--- src/rtl/riscv_mem_pkg.sv ---
// Shared constants, width helpers and the response record for the harness backing memory.
// The response FIFO is typed with resp_t unless the top module passes a resized record.
package riscv_mem_pkg;

  localparam int DEF_ADDR_BITS   = 26;
  localparam int DEF_DATA_BITS   = 128;
  localparam int DEF_TAG_BITS    = 5;
  localparam int DEF_DEPTH_WORDS = 65536;
  localparam int DEF_LATENCY     = 4;
  localparam int DEF_QDEPTH      = 8;

  function automatic int mask_bits(input int data_bits);
    return data_bits / 8;
  endfunction

  // Width of a counter that must hold the values 0..n inclusive.
  function automatic int cnt_bits(input int n);
    return (n < 1) ? 1 : $clog2(n + 1);
  endfunction

  // Width of an index into n entries, never narrower than one bit.
  function automatic int ptr_bits(input int n);
    return (n <= 1) ? 1 : $clog2(n);
  endfunction

  typedef struct packed {
    logic [DEF_DATA_BITS-1:0] data;
    logic [DEF_TAG_BITS-1:0]  tag;
  } resp_t;

endpackage

--- src/rtl/riscv_mem_resp_fifo.sv ---
// In-order response queue holding QDEPTH records of type T.
// Pointers wrap explicitly, so QDEPTH does not have to be a power of two.
module riscv_mem_resp_fifo
  import riscv_mem_pkg::*;
#(
  parameter int  QDEPTH = DEF_QDEPTH,
  parameter type T      = resp_t
) (
  input  logic clk,
  input  logic reset,
  input  logic enq_i,
  input  T     enq_data_i,
  input  logic deq_i,
  output logic val_o,
  output T     head_o
);

  localparam int PTR_BITS = ptr_bits(QDEPTH);
  localparam int CNT_BITS = cnt_bits(QDEPTH);
  localparam logic [PTR_BITS-1:0] LAST = PTR_BITS'(QDEPTH - 1);
  localparam logic [CNT_BITS-1:0] FULL = CNT_BITS'(QDEPTH);

  T                    store_q [QDEPTH];
  logic [PTR_BITS-1:0] wr_ptr_q, rd_ptr_q;
  logic [CNT_BITS-1:0] count_q;
  logic                do_enq, do_deq;

  function automatic logic [PTR_BITS-1:0] wrap_inc(input logic [PTR_BITS-1:0] p);
    return (p == LAST) ? '0 : p + PTR_BITS'(1);
  endfunction

  assign val_o  = (count_q != '0);
  assign do_deq = deq_i && val_o;
  // A push into a full queue is only taken when the head leaves on the same edge.
  assign do_enq = enq_i && ((count_q != FULL) || do_deq);
  assign head_o = val_o ? store_q[rd_ptr_q] : '0;

  // NOTE: storage arrays carry no reset; only pointers and the count decide what is valid.
  always_ff @(posedge clk) begin
    if (do_enq) store_q[wr_ptr_q] <= enq_data_i;
  end

  // NOTE: sequential state uses <= so every flop samples the pre-edge values of its peers.
  always_ff @(posedge clk) begin
    if (reset) begin
      wr_ptr_q <= '0;
      rd_ptr_q <= '0;
      count_q  <= '0;
    end else begin
      if (do_enq) wr_ptr_q <= wrap_inc(wr_ptr_q);
      if (do_deq) rd_ptr_q <= wrap_inc(rd_ptr_q);
      if (do_enq && !do_deq)      count_q <= count_q + CNT_BITS'(1);
      else if (!do_enq && do_deq) count_q <= count_q - CNT_BITS'(1);
    end
  end

endmodule

--- config.mk ---
export PLATFORM = sky130hd
export DESIGN_NAME = riscv_mem_resp_fifo
export DESIGN_NICKNAME = d
export VERILOG_FILES = /design/src/rtl/riscv_mem_pkg.sv /design/src/rtl/riscv_mem_resp_fifo.sv
export SDC_FILE = /design/constraint.sdc
export NUM_CORES = 1
export LEC_CHECK = 0
export ABC_AREA = 1
export BUFFER_PORTS_ARGS = -buffer_cell sky130_fd_sc_hd__buf_2
export CORE_MARGIN = 4
export CORE_UTILIZATION = 60
export DETAILED_ROUTE_END_ITERATION = 10
export PLACE_DENSITY = 0.79
export SLEW_MARGIN = 20
export SYNTH_ARGS = -nofsm -noshare
export SYNTH_HDL_FRONTEND = slang
export SYNTH_SLANG_ARGS = --single-unit
--- constraint.sdc ---
create_clock -name clk -period 9.85 [get_ports clk]
set_input_delay 0.4925 -clock clk [delete_from_list [all_inputs] [get_ports clk]]
set_output_delay 0.4925 -clock clk [all_outputs]
set_load 0.02 [all_outputs]
==> run summary <==
• **Clock H-tree levels** 3
• **leading cell type in the layout, fill and taps excluded** sky130_fd_sc_hd__nand2_1
• **clock share of power** 31.1%
• **setup repair after global routing missed its margin** no
• **WL/cell** 17.9 um
• **final global-route overflow total** 0
• **Synth top area share** 70.0%
• **DR DRC count** 0
• **status** finished, final reports clean
• **Finish-stage setup viols** 0
• **clk_lat worst skew** 0.67 ns
• **total wirelength of the detailed-routed design** 102000 um
• **Starting Density** 60.9%
• **actual slew at the worst max-slew pin** 1.17 ns
• **Max Freq** 216 MHz
• **overall via count from detail_route** 30300
• **mapped cell area** 0.0457 sq mm
• **number of rows created at floorplan** 100
• **fraction of layout cells with a size suffix above 1** 9.90%
• **share of synthesized flip-flops with an asynchronous set or reset** 0%
• **CP Capture Type** output port
• **Worst-path clk slew** 0.06 ns
• **Net Switching** 4.33 mW
• **synth-to-layout area growth** 12.1%
• **number of buffers added for setup after CTS** 0
• **fin util** 68.3%
• **core footprint** 0.0749 sq mm
• **antenna violations before repair** 23
• **clock tree from TritonCTS** done
• **worst-path cell chain** buf_4 -> buf_4 -> nand2_1 -> nand2_1 -> nand2_1 -> nand2_1 -> nor2_1 -> nor2_1 -> buf_2
• **part of the total power dissipated in combinational logic** 27.4%
• **y dimension of the die** 284 um
• **Post-Synthesis Net Count** 4589
• **share of synthesized area occupied by flip-flops and latches** 70.5%
• **final total negative setup slack** 0 ns
• **cell type with the highest aggregate area in the netlist** sky130_fd_sc_hd__edfxtp_1
• **number of maximum-capacitance constraint violations** 0
• **number of nets in the final layout** 4775
• **Tcrit/Tclk final** 46.9%
• **leak pwr** 22.3 nW
• **Relative slew margins** 22.3%
• **depth of the worst register-to-register path** 8
• **Critical Path Fanout Max** 93
• **Worst path slowest cell** sky130_fd_sc_hd__buf_4
• **most used cells in the layout excluding fill and tap cells** sky130_fd_sc_hd__nand2_1 (1884), sky130_fd_sc_hd__edfxtp_1 (1064), sky130_fd_sc_hd__inv_1 (544)
• **final clock skew** 0.0283 ns
• **instance count of the mapped netlist** 4444
• **crit path DAT** 4.13 ns
• **cell type with the highest occurrence count on the critical path** sky130_fd_sc_hd__nand2_1
• **Clock Root Buffer** sky130_fd_sc_hd__clkbuf_16
• **peak supply drop** 0.000234 V
• **most common flop cell mapped by yosys** sky130_fd_sc_hd__edfxtp_1
• **vias in the first global route** 29400
• **type of element launching the critical path** flop
• **cell internal pwr** 8.63 mW
• **path class of the lowest-slack min-delay path** input port to flop
• **Power Density** 253 mW/mm^2
• **Worst Hold Depth** 1
• **IO Pins** 271
• **deepest clock path buffer count** 3
• **synthesized area per cell** 10.3 sq um
• **number of warning messages in the yosys log** 0
• **share of total power in sequential cells** 41.5%
• **share of total power consumed by net switching** 33.4%
• **Die ar.** 0.0806 sq mm
• **maximum number of pins on one net before global-route repair** 223
• **Avg Vias per Cell** 5.31
• **I/O Buffers** 270
• **#FFs+latches synth** 1077
• **final critical path time including I/O delays and setup** 4.62 ns
• **fin. max-slew vios** 0
• **number of hold violations in the final report** 0
• **Initial DRT Pass Iterations** 8
• **leading post-synthesis cells by cell area** sky130_fd_sc_hd__edfxtp_1 (70%), sky130_fd_sc_hd__nand2_1 (15%), sky130_fd_sc_hd__inv_1 (4.5%), sky130_fd_sc_hd__nand3_1 (4.5%), sky130_fd_sc_hd__nor2_1 (2.4%)
• **placed wire-length estimate** 50400 um
• **DRC marker count from the first detailed-route iteration** 2598
• **clock buffers created by TritonCTS** 104
• **GRT Resource Usage Total** 25.0%
• **critical path class** flop to output port
• **count of cells resized by post-cts repair** 0
• **count of nets left with antenna violations after detail routing** 0
• **unique cell type count in the Yosys netlist** 19
• **number of flops mapped to enable cells by yosys** 1064
• **Post-CTS Hold Fix Bufs** 0
• **slowest stage delay, CP** 0.87 ns
• **clock sink count** 1077
• **Data required, critical path** 9.36 ns
• **global-route wire length before repair** 159000 um
• **horizontal die dimension** 284 um
• **GP Congestion** 0.775
[per-layer routing]
metal / global-route usage [%] / up-vias / share of wire (%)
met4: 8.57 / 18 / 2.8
met1: 31.7 / 14400 / 40
met5: 0 / - / 0.10
li1: - / 14600 / -
met2: 43.6 / 1071 / 50
met3: 4.66 / 208 / 7.3
[logic make-up (layout without fill, tap and decap cells)]
kind of cell	Yosys count	after routing	share of synthesized area, %
adders and majority gates	8	8	0.236
other	0	16	0
buffers and inverters	768	1041	6.74
and+or+nand+nor	2581	2581	22.4
DFF	1077	1077	70.5
xor gates and xnor gates	2	2	0.0384
AOI/OAI and AO/OA	8	8	0.0877
[power by group through the flow]
stage	combinational (mW)	clock [mW]	sequential, mW
global route	3.92	4.29	5.39
global placement	3.48	0	5.46
detailed placement	3.53	0	5.47
floorplan	2.42	0	5.47
finish	3.55	4.02	5.38
CTS	3.57	4.09	5.38
[cell type report]
| class | instances | area, sq um |
|---|---|---|
| flip-flops and latches | 1077 | 32200 |
| fillers | 5156 | 23800 |
| clock inverters | 63 | 712 |
| well taps | 969 | 1210 |
| clock buffers | 130 | 2780 |
| inverters | 546 | 2060 |
| repair buffers | 302 | 1690 |
| diodes | 16 | 40.0 |
| multi-input cells | 2599 | 10400 |
[worst max-delay path, delay by kind of cell, from the launching register on]
family | cells | cell delay (ns)
buffers and inverters | 3 | 1.97
DFF | 1 | 0.68
and+or+nand+nor | 6 | 0.71
[synth_stat cells (6+ instances only)]
library cell	number
sky130_fd_sc_hd__nor2_1	287
sky130_fd_sc_hd__inv_1	544
sky130_fd_sc_hd__dfxtp_1	13
sky130_fd_sc_hd__edfxtp_1	1064
sky130_fd_sc_hd__ha_1	7
sky130_fd_sc_hd__a21oi_1	6
sky130_fd_sc_hd__clkbuf_1	60
sky130_fd_sc_hd__nand2_1	1884
sky130_fd_sc_hd__nand3_1	407
sky130_fd_sc_hd__buf_2	136
sky130_fd_sc_hd__buf_4	7
sky130_fd_sc_hd__buf_1	19
[sequential cells by signal, summed over array words and instances (netlist names), named ones only]
signal    count
store_q    1064
count_q       4
rd_ptr_q      3
wr_ptr_q      3
[metrics by stage]
step / cell area, sq um / worst slack [ns] / std cells / power (mW) / hold slack, ns
after floorplan: 45700 / 2.65 / 4444 / 7.89 / 0.459
after global placement: 47600 / 5.61 / 5493 / 8.94 / 0.465
after detailed placement: 47600 / 5.54 / 5493 / 9.01 / 0.473
after CTS: 51100 / 4.82 / 5686 / 13.0 / 0.0504
after global routing: 51100 / 4.86 / 5694 / 13.6 / 0.0775
final: 51200 / 5.23 / 5702 / 13.0 / 0.0986
[path summary, 6_finish.rpt]
kind / startpoint / endpoint / slack (ns)
min reg2reg: rd_ptr_q[2] / flop / 0.48
min: enq_data_i[45] / store_q[6][45] / 0.1
max: flop / head_o[62] / 5.23
max reg2reg: count_q[0] / store_q[5][88] / 6.10
Note: power is estimated with default switching activity, not from simulation.
